[config.mk]
export PLATFORM = sky130hd
export DESIGN_NAME = mem_bus_arbiter
export DESIGN_NICKNAME = d
export VERILOG_FILES = /design/src/rtl/mem_bus_arbiter.sv
export SDC_FILE = /design/constraint.sdc
export NUM_CORES = 1
export LEC_CHECK = 0
export CAP_MARGIN = 20
export CORE_ASPECT_RATIO = 0.9
export CORE_UTILIZATION = 40
export CTS_CLUSTER_SIZE = 40
export DETAILED_ROUTE_END_ITERATION = 8
export PLACE_DENSITY = 0.89
export REMOVE_ABC_BUFFERS = 1
export SYNTH_ARGS = -nofsm -noshare
export SYNTH_HDL_FRONTEND = slang
export SYNTH_SLANG_ARGS = --single-unit
export TNS_END_PERCENT = 20
[constraint.sdc]
create_clock -name clk -period 2.8 [get_ports clk]
set_input_delay 0.56 -clock clk [delete_from_list [all_inputs] [get_ports clk]]
set_output_delay 0.56 -clock clk [all_outputs]
set_load 0.05 [all_outputs]
[src/rtl/mem_bus_arbiter.sv]
// Two-master (fetch / data) arbiter onto a single shared memory bus.
// Data wins ties unless fetch has been starved; an ack timeout raises a one-cycle bus error.
module mem_bus_arbiter #(
    parameter int TIMEOUT_CYC = 255,
    parameter int STARVE_MAX  = 3
) (
    input  logic        clk,
    input  logic        rst,
    input  logic        if_req,
    input  logic [31:0] if_addr,
    output logic [31:0] if_rdata,
    output logic        if_cplt,
    input  logic        d_req,
    input  logic        d_we,
    input  logic [31:0] d_addr,
    input  logic [31:0] d_wdata,
    output logic [31:0] d_rdata,
    output logic        d_cplt,
    output logic        m_req,
    output logic        m_we,
    output logic [31:0] m_addr,
    output logic [31:0] m_wdata,
    input  logic [31:0] m_rdata,
    input  logic        m_ack,
    output logic        bus_err,
    output logic [7:0]  err_num
);
    // state  | meaning
    // IDLE   | no transfer owned; arbitrate unless a completion is being reported
    // GNT_IF | fetch owns the bus, waiting for m_ack
    // GNT_D  | data owns the bus, waiting for m_ack
    // ERR    | one-cycle timeout report to the owner
    typedef enum logic [1:0] {IDLE, GNT_IF, GNT_D, ERR} state_t;

    localparam int WW = (TIMEOUT_CYC < 2) ? 1 : $clog2(TIMEOUT_CYC + 1);
    localparam int SW = ($clog2(STARVE_MAX + 1) < 2) ? 2 : $clog2(STARVE_MAX + 1);
    localparam logic [WW-1:0] WAIT_LAST  = WW'(TIMEOUT_CYC - 1);
    localparam logic [SW-1:0] STARVE_SAT = SW'(STARVE_MAX);

    state_t        state, state_nxt;
    logic          grant_if, grant_d, done, timeout;
    logic [WW-1:0] wait_cnt;
    logic [SW-1:0] starve_cnt;

    always_ff @(posedge clk or negedge rst) begin
        if (!rst) state <= IDLE;
        else      state <= state_nxt;
    end

    always_comb begin
        state_nxt = state;
        grant_if  = 1'b0;
        grant_d   = 1'b0;
        done      = 1'b0;
        timeout   = 1'b0;
        case (state)
            IDLE: begin
                // hold off one cycle while a completion pulse is visible
                if (!(if_cplt || d_cplt)) begin
                    if (if_req && (!d_req || starve_cnt == STARVE_SAT)) begin
                        grant_if  = 1'b1;
                        state_nxt = GNT_IF;
                    end else if (d_req) begin
                        grant_d   = 1'b1;
                        state_nxt = GNT_D;
                    end
                end
            end
            GNT_IF, GNT_D: begin
                if (m_ack && m_req) begin
                    done      = 1'b1;
                    state_nxt = IDLE;
                end else if (wait_cnt == WAIT_LAST) begin
                    timeout   = 1'b1;
                    state_nxt = ERR;
                end
            end
            ERR:     state_nxt = IDLE;
            default: state_nxt = IDLE;
        endcase
    end

    always_ff @(posedge clk or negedge rst) begin
        if (!rst) begin
            m_req      <= 1'b0;
            m_we       <= 1'b0;
            m_addr     <= '0;
            m_wdata    <= '0;
            if_rdata   <= '0;
            d_rdata    <= '0;
            if_cplt    <= 1'b0;
            d_cplt     <= 1'b0;
            bus_err    <= 1'b0;
            err_num    <= '0;
            wait_cnt   <= '0;
            starve_cnt <= '0;
        end else begin
            if_cplt <= 1'b0;
            d_cplt  <= 1'b0;
            bus_err <= 1'b0;
            err_num <= '0;
            if (grant_if) begin
                m_req      <= 1'b1;
                m_we       <= 1'b0;
                m_addr     <= if_addr;
                m_wdata    <= '0;
                wait_cnt   <= '0;
                starve_cnt <= '0;
            end else if (grant_d) begin
                m_req    <= 1'b1;
                m_we     <= d_we;
                m_addr   <= d_addr;
                m_wdata  <= d_wdata;
                wait_cnt <= '0;
                if (if_req && starve_cnt != STARVE_SAT)
                    starve_cnt <= starve_cnt + SW'(1);
            end else if (done) begin
                m_req <= 1'b0;
                if (state == GNT_IF) begin
                    if_rdata <= m_rdata;
                    if_cplt  <= 1'b1;
                end else begin
                    if (!m_we) d_rdata <= m_rdata;
                    d_cplt <= 1'b1;
                end
            end else if (timeout) begin
                m_req   <= 1'b0;
                bus_err <= 1'b1;
                err_num <= 8'd4;
                if (state == GNT_IF) begin
                    if_rdata <= '0;
                    if_cplt  <= 1'b1;
                end else begin
                    d_rdata <= '0;
                    d_cplt  <= 1'b1;
                end
            end else if (state == GNT_IF || state == GNT_D) begin
                wait_cnt <= wait_cnt + WW'(1);
            end
        end
    end
endmodule

==> metrics.md, run 1 <==
| Metric | Value |
|---|---|
| Vias in the first global route | `5034` |
| Max clock buf depth | `2` |
| Clk_skew | `0.01403 ns` |
| CTS Buf Count | `17` |
| Area occupied by multi-input gates | `2004 µm²` |
| VDD IR max | `0.9390 mV` |
| DRT Wirelength | `16970 µm` |
| Worst-path fanout max | `33` |
| Power Dens Cells | `1398 nW/µm²` |
| Relative slew margins | `0.5683` |
| Sw frac | `0.4613` |
| Slew Limit Fails | `0` |
| Reg-to-reg startpoint | `state[1]$_DFFE_PN0P_` |
| # fillers | `1010` |
| Initial antenna violation count | `0` |
| Register area | `3628 µm²` |
| First-pass GRT wire length | `25890 µm` |
| GRT Overall Usage | `0.2298` |
| Static Leakage | `4.295 nW` |
| Synth unique cells | `37` |
| Least-Margin Pin Slew | `0.6461 ns` |
| Post_cts resized | `0` |
| Crit path time final | `2.310 ns` |
| Core ar. | `14110 µm²` |
| Flops & latches, synth | `145` |
| Reg2reg end | `m_addr[12]$_DFFE_PN0P_` |
| Yosys warns | `0` |
| 1st-iter DRT viols | `261` |
| R2R setup slack | `0.49 ns` |
| Largest net degree at the start of global routing | `83` |
| Mapped Cells | `462` |
| Setup TNS Final | `0 ns` |
| Share of cells above drive strength 1 | `0.06098` |
| Final Cell Area | `9298 µm²` |
| Detail Placement HPWL | `12040 µm` |
| Postcts setup bufs | `0` |
| RSZ-0062 raised after global routing | `false` |
| Count of buffers from port buffering | `267` |
| IO Count | `275` |
| CP startpoint kind | `flip-flop` |
| Kind of critical path | `reg2reg` |
| Crit path required time | `3.10 ns` |
| Synthesis-to-layout area growth | `59.70%` |
| Hold_buf cts | `0` |
| Worst Path Buf+Inv | `2` |
| Vias | `4842` |
| Clock Power Share | `0.174` |
| Die Ht | `116.5 µm` |
| Placed inst area | `8711 µm²` |
| Final Hold Violating Endpoints | `0` |
| CTS clk-pin slew, worst paths | `0.06 ns` |
| H-tree depth | `4` |
| Mean Syn Cell Area | `12.60 µm²` |
| Path depth of the worst reg2reg path | `7` |
| Fmax | `433.0 MHz` |
| # Max-Cap Violations | `0` |
| Slowest cell on crit path | `nor3b_1` |
| Worst Setup End Kind | `flip-flop` |
| Setup-failing EPs final | `0` |
| Period utilisation layout | `0.8249` |
| CP arrival | `2.61 ns` |
| Full die area | `15040 µm²` |
| P_sw | `5.999 mW` |
| DRC | `0` |
| Crit-path leading delay family | `simple AND/OR/NAND/NOR gates` |
| Part of the Yosys area used for sequential elements | `0.6233` |
| Vias per cell | `5.201` |
| RD Place Congestion | `0.8126` |
| Clock tree from TritonCTS | `built` |
| Cells along the critical path | `inv_1, ha_1, nor3b_1, nand3_2, buf_12, mux2i_1, o21ai_0` |
| Design Power | `13.00 mW` |
| Antenna fix cells | `0` |
| NumNets Final | `866` |
| First-pass DRT Iterations | `4` |
| Syn Std Cell Area | `5822 µm²` |
| Outcome | `finished, final reports clean` |
| Row Count | `41` |
| Internal power | `7.004 mW` |
| CTS sink cnt | `145` |
| Clk Latency, worst-skew pair | `0.41 ns` |
| ANT nets after route | `0` |
| Combinational power share | `0.550` |
| Util after Layout | `0.6591` |
| Share of power burned in registers | `0.276` |
| Remaining global-route overflow | `0` |
| Hold Path Class | `in2async` |
| Initial Util | `0.4127` |
| Slowest Stage Delay on Critical Path | `0.58 ns` |
| Chip Width | `129.2 µm` |
| Clk root buf | `clkbuf_16` |
| Routed len/inst | `18.23 µm` |
-- cell usage after synthesis --
cell type	instances	area, µm²
dfrtp_1	145	3628
or3_1	3	18.77
and2_1	2	12.51
or3b_1	1	8.760
o211ai_1	2	15.01
a211oi_1	1	7.510
buf_4	8	60.06
and3_1	3	18.77
o31ai_1	3	22.52
or4_1	2	15.01
conb_1	1	3.750
nand2_1	40	150.1
buf_2	11	55.05
a21o_1	2	15.01
nor3_1	4	20.02
o21ai_0	37	185.2
clkbuf_1	17	63.81
nor2b_1	1	6.260
nand3b_1	1	7.510
xnor2_1	1	8.760
a21boi_2	1	11.26
nand3_1	6	30.03
nor2_1	11	41.29
a22o_1	97	849.6
a21oi_1	3	15.01
o2111ai_1	1	8.760
o21a_1	1	7.510
o22ai_1	1	6.260
nor3b_1	2	15.01
ha_1	5	62.56
o21ai_1	2	10.01
mux2i_1	34	340.3
xor2_1	2	17.52
nand4_4	1	21.27
inv_1	6	22.52
buf_6	3	33.78
nand2b_1	1	6.260
-- kinds of logic (layout without fill, tap and decap cells) --
| family | after synthesis | count (layout) | share of synthesized area |
|---|---|---|---|
| mux | 34 | 34 | 0.05846 |
| compound gates | 151 | 151 | 0.1982 |
| xor+xnor | 3 | 3 | 0.004514 |
| buf+inv | 45 | 315 | 0.04040 |
| other cells | 1 | 7 | 0.0006441 |
| flops | 145 | 145 | 0.6233 |
| simple gates | 78 | 78 | 0.06383 |
| fa+ha+maj | 5 | 5 | 0.01075 |
-- metrics by stage --
| stage | setup WS, ns | hold slack [ns] | std cells |
|---|---|---|---|
| 3_3_place_gp | 0.3649 | 0.4656 | 901 |
| 5_1_grt | 0.3656 | 0.05911 | 931 |
| 6_report | 0.4903 | 0.05312 | 931 |
| 4_1_cts | 0.4948 | 0.04709 | 931 |
| 2_1_floorplan | -3.110 | 0.2644 | 429 |
| 3_5_place_dp | 0.2819 | 0.4727 | 901 |
-- how the worst max path moves through the flow --
stage	start	to	slack, ns	cells past startpoint
after floorplan	if_req	d_rdata[0]$_DFFE_PN0P_	-3.11	3
after global placement	d_req	if_rdata[14]$_DFFE_PN0P_	0.36	6
after detailed placement	d_req	if_rdata[7]$_DFFE_PN0P_	0.28	6
after CTS	state[1]$_DFFE_PN0P_	m_addr[12]$_DFFE_PN0P_	0.49	7
after global routing	state[1]$_DFFE_PN0P_	m_addr[11]$_DFFE_PN0P_	0.37	7
final	state[1]$_DFFE_PN0P_	m_addr[12]$_DFFE_PN0P_	0.49	7
-- worst register-to-register path: stages, from the launching register on --
cell,delay [ns]
dfrtp_1,0.40
inv_1,0.10
ha_1,0.26
nor3b_1,0.58
nand3_2,0.22
buf_12,0.24
mux2i_1,0.18
o21ai_0,0.23
-- per-layer routing --
layer / up-vias / GRT usage / part of all wire
met5: - / 0 / 0
met4: 0 / 0.1169 / 0.026
met3: 39 / 0.06138 / 0.058
met2: 221 / 0.3950 / 0.52
met1: 2371 / 0.2663 / 0.39
li1: 2211 / - / -
-- layout make-up --
cell class / instances / area share
Clock inverter: 6 / 0.01130
Sequential cell: 145 / 0.3903
Tap cell: 193 / 0.02597
Multi-Input combinational cell: 278 / 0.2156
Clock buffer: 24 / 0.05181
Inverter: 6 / 0.002422
Timing Repair Buffer: 279 / 0.3027
-- registers in the layout (all words and copies together), names as in the netlist --
register,count
wait_cnt,8
err_num,1
m_req,1
m_addr,32
m_wdata,32
d_rdata,32
state,2
m_we,1
starve_cnt,2
if_cplt,1
if_rdata,32
d_cplt,1
-- layout by cell type, fill, tap and decap left out, types with 4 or more instances in the layout --
master / n
a22o_1: 97
buf_12: 4
buf_4: 8
clkbuf_1: 4
clkbuf_16: 17
clkdlybuf4s50_1: 266
conb_1: 7
dfrtp_1: 145
ha_1: 5
inv_1: 6
mux2i_1: 34
nand2_1: 40
nand3_1: 5
nor2_1: 10
o21ai_0: 37
-- power groups by stage --
stage | combinational [mW] | sequential [mW] | clock (mW)
finish | 7.15 | 3.59 | 2.26
global route | 7.47 | 3.68 | 2.41
CTS | 7.18 | 3.58 | 2.31
detailed placement | 7.17 | 3.57 | 0
global placement | 6.98 | 3.54 | 0
floorplan | 1.68 | 6.42 | 0
Note: power is estimated with default switching activity, not from simulation.
==> run 2, diff against run 1 <==
--- a/config.mk
+++ b/config.mk
@@ -7,10 +7,10 @@
 export LEC_CHECK = 0
 export CAP_MARGIN = 20
 export CORE_ASPECT_RATIO = 0.9
-export CORE_UTILIZATION = 40
+export CORE_UTILIZATION = 37
 export CTS_CLUSTER_SIZE = 40
 export DETAILED_ROUTE_END_ITERATION = 8
-export PLACE_DENSITY = 0.89
+export PLACE_DENSITY = 0.86
 export REMOVE_ABC_BUFFERS = 1
 export SYNTH_ARGS = -nofsm -noshare
 export SYNTH_HDL_FRONTEND = slang
==> constraint.sdc (replaced) <==
create_clock -name clk -period 2.02 [get_ports clk]
set_input_delay 0.404 -clock clk [delete_from_list [all_inputs] [get_ports clk]]
set_output_delay 0.404 -clock clk [all_outputs]
set_load 0.05 [all_outputs]
==> metrics.md, run 2 (same netlist as run 1, synthesis figures left out) <==
| Metric | Value |
|---|---|
| Core ar. | `15390 µm²` |
| Combinational power share | `0.548` |
| Slowest cell on crit path | `clkdlybuf4s50_1` |
| CP arrival | `1.57 ns` |
| Initial antenna violation count | `0` |
| Detail Placement HPWL | `11400 µm` |
| Chip Width | `134.2 µm` |
| RSZ-0062 raised after global routing | `true` |
| Slew Limit Fails | `0` |
| Clk_skew | `0.01170 ns` |
| Static Leakage | `5.539 nW` |
| DRC | `0` |
| Routed len/inst | `17.58 µm` |
| Slowest Stage Delay on Critical Path | `0.81 ns` |
| H-tree depth | `4` |
| P_sw | `8.332 mW` |
| Share of cells above drive strength 1 | `0.08765` |
| Worst-path fanout max | `2` |
| Die Ht | `121 µm` |
| CTS sink cnt | `145` |
| First-pass GRT wire length | `25590 µm` |
| ANT nets after route | `0` |
| # fillers | `1213` |
| Fin worst setup slack | `0.04573 ns` |
| Largest net degree at the start of global routing | `72` |
| Synthesis-to-layout area growth | `67.57%` |
| CTS Buf Count | `17` |
| # Max-Cap Violations | `0` |
| Final Hold Violating Endpoints | `0` |
| Least-Margin Pin Slew | `0.5622 ns` |
| VDD IR max | `1.007 mV` |
| Clk Latency, worst-skew pair | `0.41 ns` |
| Remaining global-route overflow | `0` |
| Period utilisation layout | `0.9774` |
| Clock tree from TritonCTS | `built` |
| Full die area | `16240 µm²` |
| Power Dens Cells | `1871 nW/µm²` |
| Worst slack, placed | `-0.1743 ns` |
| Sw frac | `0.4564` |
| Relative slew margins | `0.6246` |
| Most common cell after layout, fill and taps aside | `clkdlybuf4s50_1` |
| Antenna fix cells | `0` |
| Clock Power Share | `0.184` |
| Worst Setup End Kind | `output pin` |
| Share of power burned in registers | `0.268` |
| Clk root buf | `clkbuf_16` |
| Vias in the first global route | `4939` |
| Count of buffers from port buffering | `267` |
| Cells along the critical path | `clkdlybuf4s50_1` |
| Vias | `4811` |
| CP startpoint kind | `flip-flop` |
| Inst Count DP | `923` |
| NumNets Final | `880` |
| 1st-iter DRT viols | `230` |
| Max clock buf depth | `2` |
| Worst Path Buf+Inv | `1` |
| Vias per cell | `5.038` |
| Crit-path leading delay family | `buffers and inverters` |
| First-pass DRT Iterations | `6` |
| Crit path required time | `1.62 ns` |
| Fmax | `506.5 MHz` |
| Initial Util | `0.3784` |
| Post-Layout Cell Count | `955` |
| R2R setup slack | `0.07 ns` |
| Hold Path Class | `in2async` |
| Postcts setup bufs | `0` |
| Internal power | `9.925 mW` |
| CTS clk-pin slew, worst paths | `0.06 ns` |
| Setup-failing EPs final | `0` |
| GRT Overall Usage | `0.2038` |
| Commonest cells after routing, fill and taps aside | `163 x clkdlybuf4s50_1, 145 x dfrtp_1, 97 x a22o_1` |
| Kind of critical path | `reg2out` |
| IO Count | `275` |
| DRT Wirelength | `16790 µm` |
| RD Place Congestion | `0.8148` |
| Crit path time final | `1.974 ns` |
| Row Count | `43` |
| Outcome | `finished, final reports clean` |
-- run 2: through the flow --
step                TNS [ns]  area, µm²  utilization  hold WS [ns]  power [mW]
floorplan            -279.91       5632            -        0.1084       11.16
global placement      -4.746       8892       0.5779        0.3070       14.86
detailed placement    -5.356       8892       0.5779        0.3061       15.06
CTS                        0       9517       0.6185        0.4296       18.40
global route        -0.01194       9756       0.6340        0.4473       19.09
finish                     0       9756       0.6340        0.4481       18.26
-- run 2: metal layers --
metal,routed length [µm],global-route usage,part of all wire
met4,299,0.06742,0.018
met1,7051,0.2497,0.42
met2,8600,0.3442,0.51
met3,842,0.05931,0.050
met5,0,0,0
-- run 2: final timing paths --
check                           cells after the start                        to                      from
max in group asynchronous                           3   if_rdata[3]$_DFFE_PN0P_                       rst
worst min register to register                      2     m_addr[7]$_DFFE_PN0P_     m_addr[7]$_DFFE_PN0P_
min in group clk                                    2     m_addr[7]$_DFFE_PN0P_     m_addr[7]$_DFFE_PN0P_
worst max register to register                      7  if_rdata[31]$_DFFE_PN0P_      state[0]$_DFFE_PN0P_
worst min-delay path                                2    m_addr[24]$_DFFE_PN0P_                       rst
worst max-delay path                                1              if_rdata[22]  if_rdata[22]$_DFFE_PN0P_
-- run 2: area by class of cell --
cell class                      count  area (µm²)  share of cell area
Sequential cell                   145        3628              0.3719
Clock buffer                       23       488.0             0.05002
Inverter                            6       22.52            0.002309
Multi-Input combinational cell    278        2036              0.2087
Timing Repair Buffer              293        3178              0.3258
Tap cell                          202       252.7             0.02591
Clock inverter                      8       150.1             0.01539
-- run 2: power groups by stage --
stage,Sequential (mW),Combinational (mW),Clock (mW)
global placement,4.89,9.96,0
finish,4.89,10.0,3.36
global route,5.04,10.5,3.56
CTS,4.91,10.1,3.44
detailed placement,4.91,10.1,0
floorplan,8.90,2.26,0
-- run 2: timing repair --
action                                  in CTS  in global routing
hold buffers                                 1                  0
pin swaps                                    0                  0
hold endpoints to repair                    29                  0
resized for setup                           19                 92
gates cloned                                 0                  0
endpoints found under the setup margin      19                121
==> run 3, diff against run 2 <==
--- a/config.mk
+++ b/config.mk
@@ -6,7 +6,7 @@
 export NUM_CORES = 1
 export LEC_CHECK = 0
 export CAP_MARGIN = 20
-export CORE_ASPECT_RATIO = 0.9
+export CORE_ASPECT_RATIO = 0.75
 export CORE_UTILIZATION = 37
 export CTS_CLUSTER_SIZE = 40
 export DETAILED_ROUTE_END_ITERATION = 8
==> metrics.md, run 3 (same netlist as run 1, synthesis figures left out) <==
| Metric | Value |
|---|---|
| Outcome | `finished, final reports clean` |
| 1st-iter DRT viols | `216` |
| Met2 Usage GRT | `0.3415` |
| Worst Setup End Kind | `output pin` |
| Share of cells above drive strength 1 | `0.1031` |
| Crit-path leading delay family | `buffers and inverters` |
| First-pass DRT Iterations | `4` |
| Die Ht | `110.6 µm` |
| Design Power | `17.90 mW` |
| CTS Buf Count | `17` |
| Slowest cell on crit path | `clkdlybuf4s50_1` |
| Crit path time final | `1.991 ns` |
| Core ar. | `15320 µm²` |
| Vias in the first global route | `4993` |
| Commonest cells after routing, fill and taps aside | `150 x clkdlybuf4s50_1, 145 x dfrtp_1, 97 x a22o_1` |
| Path depth of the worst reg2reg path | `7` |
| Final hold slack | `0.4704 ns` |
| NumNets Final | `892` |
| Setup-failing EPs final | `0` |
| Cell depth of the worst setup path | `1` |
| # Max-Cap Violations | `0` |
| IO Count | `275` |
| Row Count | `39` |
| Slowest Stage Delay on Critical Path | `0.80 ns` |
| Fmax | `502.4 MHz` |
| Antenna fix cells | `0` |
| ANT nets after route | `0` |
| Met1 Use GR | `0.2550` |
| RD Place Congestion | `0.8084` |
| Kind of critical path | `reg2out` |
| Setup TNS Final | `0 ns` |
| Clk root buf | `clkbuf_16` |
| Clock tree from TritonCTS | `built` |
| Clk_skew | `0.01432 ns` |
| Initial antenna violation count | `0` |
| VDD IR max | `0.9995 mV` |
| Static Leakage | `5.674 nW` |
| CP arrival | `1.59 ns` |
| Worst-path fanout max | `2` |
| First-pass GRT wire length | `26390 µm` |
| Synthesis-to-layout area growth | `67.72%` |
| Cells along the critical path | `clkdlybuf4s50_1` |
| Crit path required time | `1.62 ns` |
| CTS sink cnt | `145` |
| Routed len/inst | `17.02 µm` |
| Most common cell after layout, fill and taps aside | `clkdlybuf4s50_1` |
| Final Hold Violating Endpoints | `0` |
| Vias per cell | `4.976` |
| DRC | `0` |
| Full die area | `16250 µm²` |
| Initial Util | `0.3800` |
| Max clock buf depth | `2` |
| GR peak layer | `met2` |
| Remaining global-route overflow | `0` |
| Vias | `4832` |
| Worst Path Buf+Inv | `1` |
| Count of buffers from port buffering | `267` |
| GRT Overall Usage | `0.2084` |
| Detail Placement HPWL | `11630 µm` |
| Clk Latency, worst-skew pair | `0.42 ns` |
| Period utilisation layout | `0.9854` |
| Least-Margin Pin Slew | `0.5514 ns` |
| GR Util met3 | `0.06488` |
| Slew Limit Fails | `0` |
| Chip Width | `146.8 µm` |
| H-tree depth | `4` |
| CTS clk-pin slew, worst paths | `0.06 ns` |
| Largest net degree at the start of global routing | `85` |
| CP startpoint kind | `flip-flop` |
| Hold Path Class | `in2async` |
| Relative slew margins | `0.6318` |
| DRT Wirelength | `16530 µm` |
| Power Dens Cells | `1833 nW/µm²` |
## run 3: timing repair
item | 4_1_cts | 5_1_grt
resized for setup | 23 | 95
hold endpoints to repair | 41 | 0
setup endpoints to repair | 23 | 188
pin swaps | 0 | 1
setup buffers | 0 | 3
hold buffers | 1 | 0
## run 3: area by class of cell
type / count / area [µm²]
flip-flops and latches: 145 / 3628
clock inverters: 15 / 146.4
well taps: 205 / 256.5
repair buffers: 305 / 3273
inverters: 6 / 22.52
fillers: 1156 / 5558
clock buffers: 17 / 425.4
multi-input cells: 278 / 2012
## run 3: path summary, 6_finish.rpt
path,start,endpoint,slack [ns]
min in group clk,m_addr[28]$_DFFE_PN0P_,m_addr[28]$_DFFE_PN0P_,0.47
worst min register to register,m_addr[28]$_DFFE_PN0P_,m_addr[28]$_DFFE_PN0P_,0.47
worst max register to register,wait_cnt[0]$_DFFE_PN0P_,if_rdata[22]$_DFFE_PN0P_,0.10
max in group asynchronous,rst,m_addr[28]$_DFFE_PN0P_,0.91
worst max-delay path,d_rdata[23]$_DFFE_PN0P_,d_rdata[23],0.03
worst min-delay path,rst,d_rdata[28]$_DFFE_PN0P_,0.47
## run 3: per-stage QoR
stage	area, µm²	std cells	setup WS (ns)	util
after floorplan	5632	429	-3.734	-
after global placement	8951	935	-0.1155	0.5842
after detailed placement	8951	935	-0.1289	0.5842
after CTS	9504	968	0.0001091	0.6203
after global routing	9764	971	-0.01039	0.6373
final	9764	971	0.02943	0.6373
## run 3: per-layer routing
metal | wire length (µm) | part of all wire
met3 | 1000 | 0.061
met1 | 6868 | 0.42
met4 | 438 | 0.027
met2 | 8220 | 0.50
met5 | 0 | 0
## run 3: report_power, final
part / switching [mW] / internal, mW
clock: 1.29 / 1.73
sequential: 0.710 / 4.16
combinational: 6.43 / 3.57
